<file path="src/rtl/prior_pkg.sv">
// Shared constants and helpers for the registered priority arbiter.
package prior_pkg;

  localparam logic MODE_FIXED = 1'b0;
  localparam logic MODE_RR    = 1'b1;

  // Value the rotating pointer takes out of reset: the top index, so the
  // first round-robin pass behaves like fixed priority.
  function automatic int unsigned reset_ptr(input int unsigned n);
    return n - 1;
  endfunction

endpackage

</file>
<file path="src/rtl/prior_arb_if.sv">
// Request/grant handshake bundle between request sources and prior_arb.
interface prior_arb_if #(
  parameter int unsigned N = 8,
  parameter int unsigned W = $clog2(N)
) ();

  logic         mode;
  logic [N-1:0] req;
  logic         req_valid;
  logic         req_ready;
  logic [W-1:0] grant_idx;
  logic [N-1:0] grant_onehot;
  logic         grant_zero;
  logic         grant_valid;
  logic         grant_ready;

  // Request source / result consumer side
  modport master (
    output mode, req, req_valid, grant_ready,
    input  req_ready, grant_idx, grant_onehot, grant_zero, grant_valid
  );

  // Arbiter side
  modport slave (
    input  mode, req, req_valid, grant_ready,
    output req_ready, grant_idx, grant_onehot, grant_zero, grant_valid
  );

endinterface

</file>
<file path="src/rtl/prior_find.sv">
// Combinational search for the highest set request bit at or below start,
// wrapping from index 0 back to N-1.
module prior_find
  import prior_pkg::*;
#(
  parameter int unsigned N = 8,
  parameter int unsigned W = $clog2(N)
) (
  input  logic [N-1:0] req,
  input  logic [W-1:0] start,
  output logic [W-1:0] idx,
  output logic [N-1:0] onehot,
  output logic         zero
);

  logic [2*N-1:0] dbl;
  logic [2*N-1:0] masked;
  int unsigned    hi;

  // Doubled vector: upper copy covers start..0, lower copy supplies the wrap
  // N-1..start+1. Bits above start+N are masked, so the highest survivor
  // is the winner, reduced modulo N.
  always_comb begin
    dbl    = {req, req};
    masked = '0;
    hi     = 0;
    zero   = ~|req;
    idx    = '0;
    onehot = '0;
    for (int unsigned i = 0; i < 2 * N; i++) begin
      if (i <= 32'(start) + N) masked[i] = dbl[i];
    end
    for (int unsigned i = 0; i < 2 * N; i++) begin
      if (masked[i]) hi = i;
    end
    if (!zero) begin
      idx = (hi >= N) ? W'(hi - N) : W'(hi);
      for (int unsigned i = 0; i < N; i++) begin
        onehot[i] = (idx == W'(i));
      end
    end
  end

endmodule

</file>
<file path="src/rtl/prior_arb.sv">
// Registered priority encoder/arbiter: fixed-priority or round-robin winner
// selection over a valid/ready handshake, result one cycle after accept.
module prior_arb
  import prior_pkg::*;
#(
  parameter int unsigned N = 8,
  parameter int unsigned W = $clog2(N)
) (
  input logic       clk,
  input logic       rst,
  prior_arb_if.slave bus
);

  logic [W-1:0] ptr;
  logic [W-1:0] start;
  logic [W-1:0] f_idx;
  logic [N-1:0] f_onehot;
  logic         f_zero;
  logic         accept;

  logic [W-1:0] idx_q;
  logic [N-1:0] onehot_q;
  logic         zero_q;
  logic         valid_q;

  // Handshake: the output register may reload on the cycle it drains.
  always_comb begin
    bus.req_ready = !valid_q || bus.grant_ready;
    accept        = bus.req_valid && bus.req_ready;
    start         = (bus.mode == MODE_RR) ? ptr : W'(N - 1);
  end

  prior_find #(
    .N (N),
    .W (W)
  ) u_find (
    .req    (bus.req),
    .start  (start),
    .idx    (f_idx),
    .onehot (f_onehot),
    .zero   (f_zero)
  );

  // Output register and rotating pointer; both frozen while the consumer stalls.
  always_ff @(posedge clk or posedge rst) begin
    if (rst) begin
      idx_q    <= '0;
      onehot_q <= '0;
      zero_q   <= 1'b0;
      valid_q  <= 1'b0;
      ptr      <= W'(reset_ptr(N));
    end else if (accept) begin
      idx_q    <= f_idx;
      onehot_q <= f_onehot;
      zero_q   <= f_zero;
      valid_q  <= 1'b1;
      if (bus.mode == MODE_RR && !f_zero) begin
        ptr <= (f_idx == '0) ? W'(N - 1) : f_idx - W'(1);
      end
    end else if (bus.grant_ready) begin
      valid_q <= 1'b0;
    end
  end

  // Drive the registered result onto the bus.
  always_comb begin
    bus.grant_idx    = idx_q;
    bus.grant_onehot = onehot_q;
    bus.grant_zero   = zero_q;
    bus.grant_valid  = valid_q;
  end

endmodule

</file>
<file path="src/flat_wrapper.sv">
// flat-port wrapper written by rule: the top's interface ports become plain ports
module prior_arb_flat import prior_pkg::*;
#(
  parameter int unsigned N = 8,
  parameter int unsigned W = $clog2(N)
)
  (clk, rst, bus_mode, bus_req, bus_req_valid, bus_grant_ready, bus_req_ready, bus_grant_idx, bus_grant_onehot, bus_grant_zero, bus_grant_valid);
  prior_arb_if #(.N(N), .W(W)) bus_i ();
  input logic clk;
  input logic rst;
  input wire logic [$bits(bus_i.mode)-1:0] bus_mode;
  input wire logic [$bits(bus_i.req)-1:0] bus_req;
  input wire logic [$bits(bus_i.req_valid)-1:0] bus_req_valid;
  input wire logic [$bits(bus_i.grant_ready)-1:0] bus_grant_ready;
  output wire logic [$bits(bus_i.req_ready)-1:0] bus_req_ready;
  output wire logic [$bits(bus_i.grant_idx)-1:0] bus_grant_idx;
  output wire logic [$bits(bus_i.grant_onehot)-1:0] bus_grant_onehot;
  output wire logic [$bits(bus_i.grant_zero)-1:0] bus_grant_zero;
  output wire logic [$bits(bus_i.grant_valid)-1:0] bus_grant_valid;
  assign bus_i.mode = bus_mode;
  assign bus_i.req = bus_req;
  assign bus_i.req_valid = bus_req_valid;
  assign bus_i.grant_ready = bus_grant_ready;
  assign bus_req_ready = bus_i.req_ready;
  assign bus_grant_idx = bus_i.grant_idx;
  assign bus_grant_onehot = bus_i.grant_onehot;
  assign bus_grant_zero = bus_i.grant_zero;
  assign bus_grant_valid = bus_i.grant_valid;
  prior_arb #(.N(N), .W(W)) u_core (.clk(clk), .rst(rst), .bus(bus_i));
endmodule
</file>
<file path="config.mk">
export PLATFORM = sky130hd
export DESIGN_NAME = prior_arb_flat
export DESIGN_NICKNAME = d
export VERILOG_FILES = /design/src/rtl/prior_pkg.sv /design/src/rtl/prior_arb_if.sv /design/src/rtl/prior_find.sv /design/src/rtl/prior_arb.sv /design/src/flat_wrapper.sv
export SDC_FILE = /design/constraint.sdc
export NUM_CORES = 1
export LEC_CHECK = 0
export ABC_AREA = 1
export ABC_CLOCK_PERIOD_IN_PS = 2700
export CORE_MARGIN = 4
export CORE_UTILIZATION = 47
export CTS_CLUSTER_SIZE = 12
export DETAILED_ROUTE_END_ITERATION = 10
export PLACE_DENSITY = 0.79
export RECOVER_POWER = 100
export SYNTH_ARGS = -nofsm -noshare
export SYNTH_HDL_FRONTEND = slang
export SYNTH_SLANG_ARGS = --single-unit
</file>
<file path="constraint.sdc">
create_clock -name clk -period 2.7 [get_ports clk]
set_clock_uncertainty 0.15 [all_clocks]
set_input_delay 0.54 -clock clk [delete_from_list [all_inputs] [get_ports clk]]
set_output_delay 0.54 -clock clk [all_outputs]
set_load 0.03 [all_outputs]
</file>
==> results of run 1 <==
per-layer routing:
metal  wire length, µm  vias to the layer above
li1                  -                      471
met1               935                      416
met2              1079                       32
met3               161                        2
met4                 8                        0
met5                 0                        -
worst paths after layout:
check	startpoint	to	slack, ns	cells after the start
max in group asynchronous	rst	u_core.bus.grant_onehot[3]	1.41	2
max	bus_grant_ready	bus_req_ready	0.16	4
min	u_core.bus.grant_idx[2]	u_core.bus.grant_idx[2]	0.34	2
min reg2reg	u_core.bus.grant_idx[2]	u_core.bus.grant_idx[2]	0.34	2
max reg2reg	u_core.ptr[1]	u_core.ptr[2]	0.53	12
min in group asynchronous	rst	u_core.bus.grant_valid	0.60	2
layout make-up:
cell class | instances | area [µm²] | share of cell area, %
Timing Repair Buffer | 31 | 290.3 | 21.44
Tap cell | 27 | 33.78 | 2.495
Clock buffer | 4 | 36.28 | 2.680
Sequential cell | 16 | 404.1 | 29.85
Multi-Input combinational cell | 90 | 500.5 | 36.97
Inverter | 23 | 88.84 | 6.562
where the power goes:
group	switching (mW)	internal [mW]	total [mW]
combinational	0.311	0.181	0.491
clock	0.0755	0.0821	0.158
sequential	0.0441	0.315	0.359
critical path, delay by kind of cell:
family	cells	cell delay [ns]
buffers and inverters	3	1.23
AND/OR/NAND/NOR	1	0.08
synth_stat cells:
cell and count:
sky130_fd_sc_hd__nand2_1 40, sky130_fd_sc_hd__inv_1 16, sky130_fd_sc_hd__dfrtp_1 13, sky130_fd_sc_hd__nor2_1 8
sky130_fd_sc_hd__nand3_1 7, sky130_fd_sc_hd__inv_2 6, sky130_fd_sc_hd__nand2_2 5, sky130_fd_sc_hd__nand2_4 5
sky130_fd_sc_hd__nor2_2 5, sky130_fd_sc_hd__dfstp_2 3, sky130_fd_sc_hd__nand4_1 3, sky130_fd_sc_hd__ha_1 2
sky130_fd_sc_hd__nand3_4 2, sky130_fd_sc_hd__o21ai_0 2, sky130_fd_sc_hd__o21ai_2 2, sky130_fd_sc_hd__o31ai_2 2
sky130_fd_sc_hd__a21oi_1 1, sky130_fd_sc_hd__a21oi_2 1, sky130_fd_sc_hd__a31oi_1 1, sky130_fd_sc_hd__buf_4 1
sky130_fd_sc_hd__inv_4 1, sky130_fd_sc_hd__nand3_2 1, sky130_fd_sc_hd__nor2_4 1, sky130_fd_sc_hd__nor4_1 1
sky130_fd_sc_hd__o21ai_1 1
layout by cell type (no fill, tap or decap), drive strengths merged:
master	Yosys	layout
dlygate4sd3	0	16
dfrtp	13	13
buf	1	3
a21oi	2	2
clkbuf	0	6
ha	2	2
nor4	1	1
o31ai	2	2
nand3	10	10
o21ai	5	5
dfstp	3	3
clkdlybuf4s50	0	10
nand2	50	50
a31oi	1	1
nor2	14	14
inv	23	23
nand4	3	3
state kept, by name, summed over array words and instances, names as in the netlist:
register and count:
u_core.bus.grant_onehot 8, u_core.ptr 3, u_core.bus.grant_idx 3, u_core.bus.grant_zero 1, u_core.bus.grant_valid 1
cell families after synthesis:
logic type | Yosys count | share of synthesized area [%]
AO/OA/AOI/OAI | 10 | 7.616
buffers and inverters | 24 | 9.460
AND/OR/NAND/NOR | 78 | 40.79
adder cells (fa/ha/maj) | 2 | 2.457
flip-flops | 16 | 39.68
per-stage QoR:
| stage | total power [mW] | utilization (%) | setup WS, ns | cells | instance area (µm²) |
|---|---|---|---|---|---|
| 2_1_floorplan | 0.7112 | - | 0.5954 | 130 | 1018 |
| 3_3_place_gp | 0.8857 | 67.06 | 0.04799 | 187 | 1343 |
| 3_5_place_dp | 0.8971 | 67.06 | -0.05323 | 187 | 1343 |
| 4_1_cts | 1.059 | 68.88 | 0.2181 | 191 | 1379 |
| 5_1_grt | 1.077 | 67.63 | 0.06189 | 191 | 1354 |
| 6_report | 1.009 | 67.63 | 0.1567 | 191 | 1354 |
==> results.txt, run 1 <==
----------------------------------------------------
[Run status]
  Run status ... completed

[STA]
  Period Utilization, post-route ... 94.20%
  Minimum period implied by the final worst setup slack ... 2.543 ns
  Number of endpoints with negative hold slack in the final report ... 0
  Actual slew at the worst max-slew pin ... 0.5963 ns
  Maximum clock frequency ... 393.2 MHz
  Final worst hold slack ... 0.3352 ns
  Headroom to the max-slew limit ... 60.20%
  Final TNS setup ... 0 ns
  Setup repair after global routing missed its margin ... false
  Max Transition Viols Final ... 0
  Final setup violating endpoints ... 0

[Placement]
  Post-detail-place hpwl ... 1773 µm
  Port Buffers ... 26
  Global placement routability congestion ... 0.9024

[Critical path]
  Max stage delay cell, worst path ... sky130_fd_sc_hd__dlygate4sd3_1
  Endpoint required time on the critical path ... 2.01 ns
  Chain of cells forming the critical path ... clkdlybuf4s50_1 -> inv_1 -> nand2_1 -> dlygate4sd3_1
  Highest cell delay on the worst timing path ... 0.74 ns
  Highest fanout seen on the critical path ... 3
  Data arrival at the endpoint of the critical path ... 1.85 ns
  CP endpoint kind ... primary output
  Critical setup path kind ... input port to primary output
  Startpoint class of the critical path ... input port

[Cells and area]
  Share of final-layout standard cells stronger than drive strength 1 ... 20.73%
  Layout filler cell count ... 170
  NumNets Final ... 180
  Area growth syn-to-layout ... 32.92%
  Number of antenna diodes ... 0

[Clock tree]
  TritonCTS Buffers ... 3
  PostCTS Resize Cnt ... 0
  CTS root buffer ... sky130_fd_sc_hd__clkbuf_4
  Max clock buf depth ... 2
  Count of clock tree sinks ... 16
  Hold Buf Count CTS ... 0
  Level count of the clock H-tree ... 1
  CTS clock-pin slew for the worst setup and hold paths ... 0.09 ns
  Clock Latency Late Sink ... 0.28 ns
  Clock tree from TritonCTS ... yes
  Number of buffers added for setup after CTS ... 0

[Drt]
  TritonRoute pass-1 iters ... 4
  DRC errors left ... 0
  Drt first-iter violations ... 23
  Detailed-route vias per instance ... 4.822
  Antenna-violating nets left ... 0
  Number of vias after detailed routing ... 921
  Routed wire per std cell ... 11.44 µm
  Wire length reported by the detailed router ... 2185 µm

[Synthesis]
  Count of state elements after synthesis ... 16
  Distinct cells, synth ... 25
  Cell taking the most area after synthesis ... sky130_fd_sc_hd__dfrtp_1
  Share of Yosys cell area claimed by the top area cell type ... 31.94%
  Share of synthesized area occupied by flip-flops and latches ... 39.68%
  YS warnings ... 0
  Post-Syn Area ... 1018 µm²
  Number of cells produced by synthesis ... 130
  Number of nets produced by synthesis ... 145
  Post-Synthesis Mean Instance Area ... 7.834 µm²
  Leading cell types by total area after synthesis ... sky130_fd_sc_hd__dfrtp_1 32%, sky130_fd_sc_hd__nand2_1 15%, sky130_fd_sc_hd__dfstp_2 7.7%

[Floorplanning]
  DIE HEIGHT ... 54.55 µm
  Standard-cell row count ... 16
  Starting density of the core ... 50.88%
  Floorplan die area ... 2976 µm²
  Num ports ... 27
  Area of the core ... 2002 µm²
  Die Width ... 54.55 µm

[GRT]
  Sum of overflow across all layers after global routing ... 0
  Aggregate global-route resource usage ... 16.53%
  Via count of the first global-routing pass ... 880
  Wire length of the first global-routing pass ... 3567 µm
  Initial antenna violation count ... 0
  Largest net degree at the start of global routing ... 17
  Met3 layer usage reported by global route ... 4.360%
  Fraction of met2 tracks used by global routing ... 28.49%
  Busiest layer in global routing ... met2
  Met1 capacity usage during global routing ... 20.51%

[Power]
  Max IR drop VDD ... 0.5359 mV
  Cell Pwr Density ... 745.0 nW/µm²
  Standby leakage power ... 0.7286 nW

[Worst hold path]
  Class of the tightest hold or removal check ... register to register

[Run]
  Number of violations of the max-capacitance limit ... 0

----------------------------------------------------
Note: power is estimated with default switching activity, not from simulation.
==> inputs of run 2 (changes only) <==
--- a/config.mk
+++ b/config.mk
@@ -6,13 +6,13 @@
 export NUM_CORES = 1
 export LEC_CHECK = 0
 export ABC_AREA = 1
-export ABC_CLOCK_PERIOD_IN_PS = 2700
+export ABC_CLOCK_PERIOD_IN_PS = 2950
 export CORE_MARGIN = 4
-export CORE_UTILIZATION = 47
+export CORE_UTILIZATION = 49
 export CTS_CLUSTER_SIZE = 12
 export DETAILED_ROUTE_END_ITERATION = 10
-export PLACE_DENSITY = 0.79
-export RECOVER_POWER = 100
+export PLACE_DENSITY = 0.82
+export RECOVER_POWER = 25
 export SYNTH_ARGS = -nofsm -noshare
 export SYNTH_HDL_FRONTEND = slang
 export SYNTH_SLANG_ARGS = --single-unit
==> constraint.sdc (replaced) <==
create_clock -name clk -period 2.95 [get_ports clk]
set_clock_uncertainty 0.15 [all_clocks]
set_input_delay 0.59 -clock clk [delete_from_list [all_inputs] [get_ports clk]]
set_output_delay 0.59 -clock clk [all_outputs]
set_load 0.03 [all_outputs]
==> run 2 against run 1 <==
Compared with the run above: via count is 4.2% lower; register-to-register slack better by 0.21 ns; sequential share of layout area is 0.50 points higher; cell count is 2.6% lower; total power is 9.5% lower; critical endpoint unchanged; wire length is 4.6% lower; die area is 3.5% lower; first-iteration DRC count is 43% lower; core utilization is 0.23 points higher; flip-flop and latch count stayed put; critical path depth stayed put.
==> results.txt, run 2 (synthesized netlist as in run 1, its figures left out) <==
----------------------------------------------------
[Floorplanning]
  Area of the core ... 1962 µm² (-2.0%)
  Die Width ... 53.59 µm (-1.8%)
  Num ports ... 27 (unchanged)
  Standard-cell row count ... 16 (unchanged)
  Floorplan die area ... 2872 µm² (-3.5%)
  DIE HEIGHT ... 53.59 µm (-1.8%)
  Starting density of the core ... 51.91% (+1.0 points)

[Cells and area]
  Largest register FFs ... 8 (unchanged)
  Share of final-layout standard cells stronger than drive strength 1 ... 23.27% (+2.5 points)
  Combined flip-flop and latch cell area ... 404.1 µm² (unchanged)
  Number of antenna diodes ... 0 (unchanged)
  Most common library cell in the layout ignoring fill and taps ... sky130_fd_sc_hd__nand2_1
  Non-filler cells in the finished layout ... 186 (-2.6%)
  Highest-count cells in the layout ignoring fill and taps ... 40 x sky130_fd_sc_hd__nand2_1, 25 x sky130_fd_sc_hd__clkdlybuf4s50_1, 16 x sky130_fd_sc_hd__inv_1
  Area growth syn-to-layout ... 30.71%
  Multi-input gate area ... 518.0 µm² (+3.5%)
  NumNets Final ... 175 (-2.8%)
  Layout filler cell count ... 174 (+2.4%)

[Clock tree]
  Clock Latency Late Sink ... 0.28 ns (about the same)
  Max clock buf depth ... 2 (unchanged)
  TritonCTS Buffers ... 3 (unchanged)
  Number of buffers added for setup after CTS ... 0 (unchanged)
  Clock tree from TritonCTS ... yes
  Hold Buf Count CTS ... 0 (unchanged)
  CTS root buffer ... sky130_fd_sc_hd__clkbuf_4
  PostCTS Resize Cnt ... 0 (unchanged)
  CTS clock-pin slew for the worst setup and hold paths ... 0.08 ns (about the same)
  Count of clock tree sinks ... 16 (unchanged)
  Level count of the clock H-tree ... 1 (unchanged)

[Run status]
  Run status ... completed

[Drt]
  Drt first-iter violations ... 13 (-43%)
  Routed wire per std cell ... 11.20 µm (-2.1%)
  Antenna-violating nets left ... 0 (unchanged)
  TritonRoute pass-1 iters ... 4 (unchanged)
  Wire length reported by the detailed router ... 2084 µm (-4.6%)
  Number of vias after detailed routing ... 882 (-4.2%)
  Detailed-route vias per instance ... 4.742 (-1.7%)
  DRC errors left ... 0 (unchanged)

[Power]
  Switching component of the power ... 0.3953 mW (-8.1%)
  Standby leakage power ... 0.6854 nW (-5.9%)
  Max IR drop VDD ... 0.4245 mV (-21%)
  Cell Pwr Density ... 685.5 nW/µm² (-8.0%)
  Internal power contribution ... 0.5172 mW (-11%)
  Sw frac ... 43.32% (+0.65 points)
  Proportion of power drawn by flip-flops and latches ... 36.5% (+0.9 points)
  Fraction of power consumed by the clock network ... 12.9% (-2.7 points)
  Final total power ... 0.9125 mW (-9.5%)
  Comb pwr share ... 50.6% (+1.9 points)

[GRT]
  Aggregate global-route resource usage ... 17.11% (+0.57 points)
  Initial antenna violation count ... 0 (unchanged)
  Largest net degree at the start of global routing ... 17 (unchanged)
  Sum of overflow across all layers after global routing ... 0 (unchanged)
  Via count of the first global-routing pass ... 878 (-0.23%)
  Wire length of the first global-routing pass ... 3629 µm (+1.7%)

[STA]
  Final worst hold slack ... 0.3342 ns (-0.0009430 ns)
  Period Utilization, post-route ... 88.24%
  Final TNS setup ... 0 ns (unchanged)
  Setup repair after global routing missed its margin ... false
  Number of endpoints with negative hold slack in the final report ... 0 (unchanged)
  Final setup violating endpoints ... 0 (unchanged)
  Minimum period implied by the final worst setup slack ... 2.603 ns
  Final critical-path setup slack ... 0.3469 ns (+0.1902 ns)
  Headroom to the max-slew limit ... 60.96% (+0.76 points)
  Maximum clock frequency ... 384.2 MHz
  Max Transition Viols Final ... 0 (unchanged)
  Actual slew at the worst max-slew pin ... 0.5849 ns (-0.01140 ns)

[Placement]
  # placed instances ... 182 (-2.7%)
  Worst slack after detailed placement ... 0.1003 ns (+0.1535 ns)
  Global placement routability congestion ... 0.9097 (+0.81%)
  Port Buffers ... 26 (unchanged)
  Post-detail-place hpwl ... 1771 µm (-0.16%)

[Critical path]
  Critical setup path kind ... input port to primary output
  CP endpoint kind ... primary output
  Startpoint class of the critical path ... input port
  Data arrival at the endpoint of the critical path ... 1.86 ns (about the same)
  Endpoint required time on the critical path ... 2.21 ns (+0.20 ns)
  Highest fanout seen on the critical path ... 3 (unchanged)

[Run]
  Number of violations of the max-capacitance limit ... 0 (unchanged)

[Worst hold path]
  Class of the tightest hold or removal check ... register to register

----------------------------------------------------
run 2: cell count changes in the layout (fill, tap and decap cells not counted), sizes merged:
| cell | delta |
|---|---|
| clkdlybuf4s50 | +15 |
| dlygate4sd3 | -15 |
| buf | -3 |
| clkbuf | -2 |
run 2: worst max-delay path, stage by stage:
cell and delay, ns:
sky130_fd_sc_hd__clkdlybuf4s50_1 0.45, sky130_fd_sc_hd__inv_1 0.03, sky130_fd_sc_hd__nand2_1 0.10, sky130_fd_sc_hd__clkdlybuf4s50_1 0.69
run 2: layout make-up:
type,count,area share (%)
Timing Repair Buffer,26,19.55
Sequential cell,16,30.36
Multi-Input combinational cell,90,38.91
Tap cell,27,2.538
Inverter,23,6.673
Clock buffer,4,1.974
run 2: through the flow:
stage	utilization (%)	instance area, µm²
after floorplan	-	1018
after global placement	66.52	1305
after detailed placement	66.52	1305
after CTS	67.86	1331
after global routing	67.86	1331
final	67.86	1331
run 2: path summary, 6_finish.rpt:
path                       cells past startpoint                    endpoint  slack, ns                       start
max                                            4               bus_req_ready       0.35             bus_grant_ready
min                                            2  u_core.bus.grant_onehot[3]       0.33  u_core.bus.grant_onehot[3]
max reg2reg                                   12               u_core.ptr[2]       0.74               u_core.ptr[2]
min reg2reg                                    2  u_core.bus.grant_onehot[3]       0.33  u_core.bus.grant_onehot[3]
max in group asynchronous                      2  u_core.bus.grant_onehot[7]       1.62                         rst
min in group asynchronous                      2      u_core.bus.grant_valid       0.65                         rst
run 2: routing by layer:
metal / part of all wire, % / global-route usage (%)
met3: 5.6 / 4.709
met5: 0 / 0
met2: 48 / 28.57
met1: 46 / 21.99
met4: 0.53 / 3.830
run 2: power by group through the flow:
stage | logic, mW | registers [mW] | clock network [mW]
after floorplan | 0.235 | 0.415 | 0
after global placement | 0.454 | 0.337 | 0
after detailed placement | 0.466 | 0.338 | 0
after CTS | 0.467 | 0.334 | 0.121
after global routing | 0.505 | 0.342 | 0.131
final | 0.462 | 0.333 | 0.118
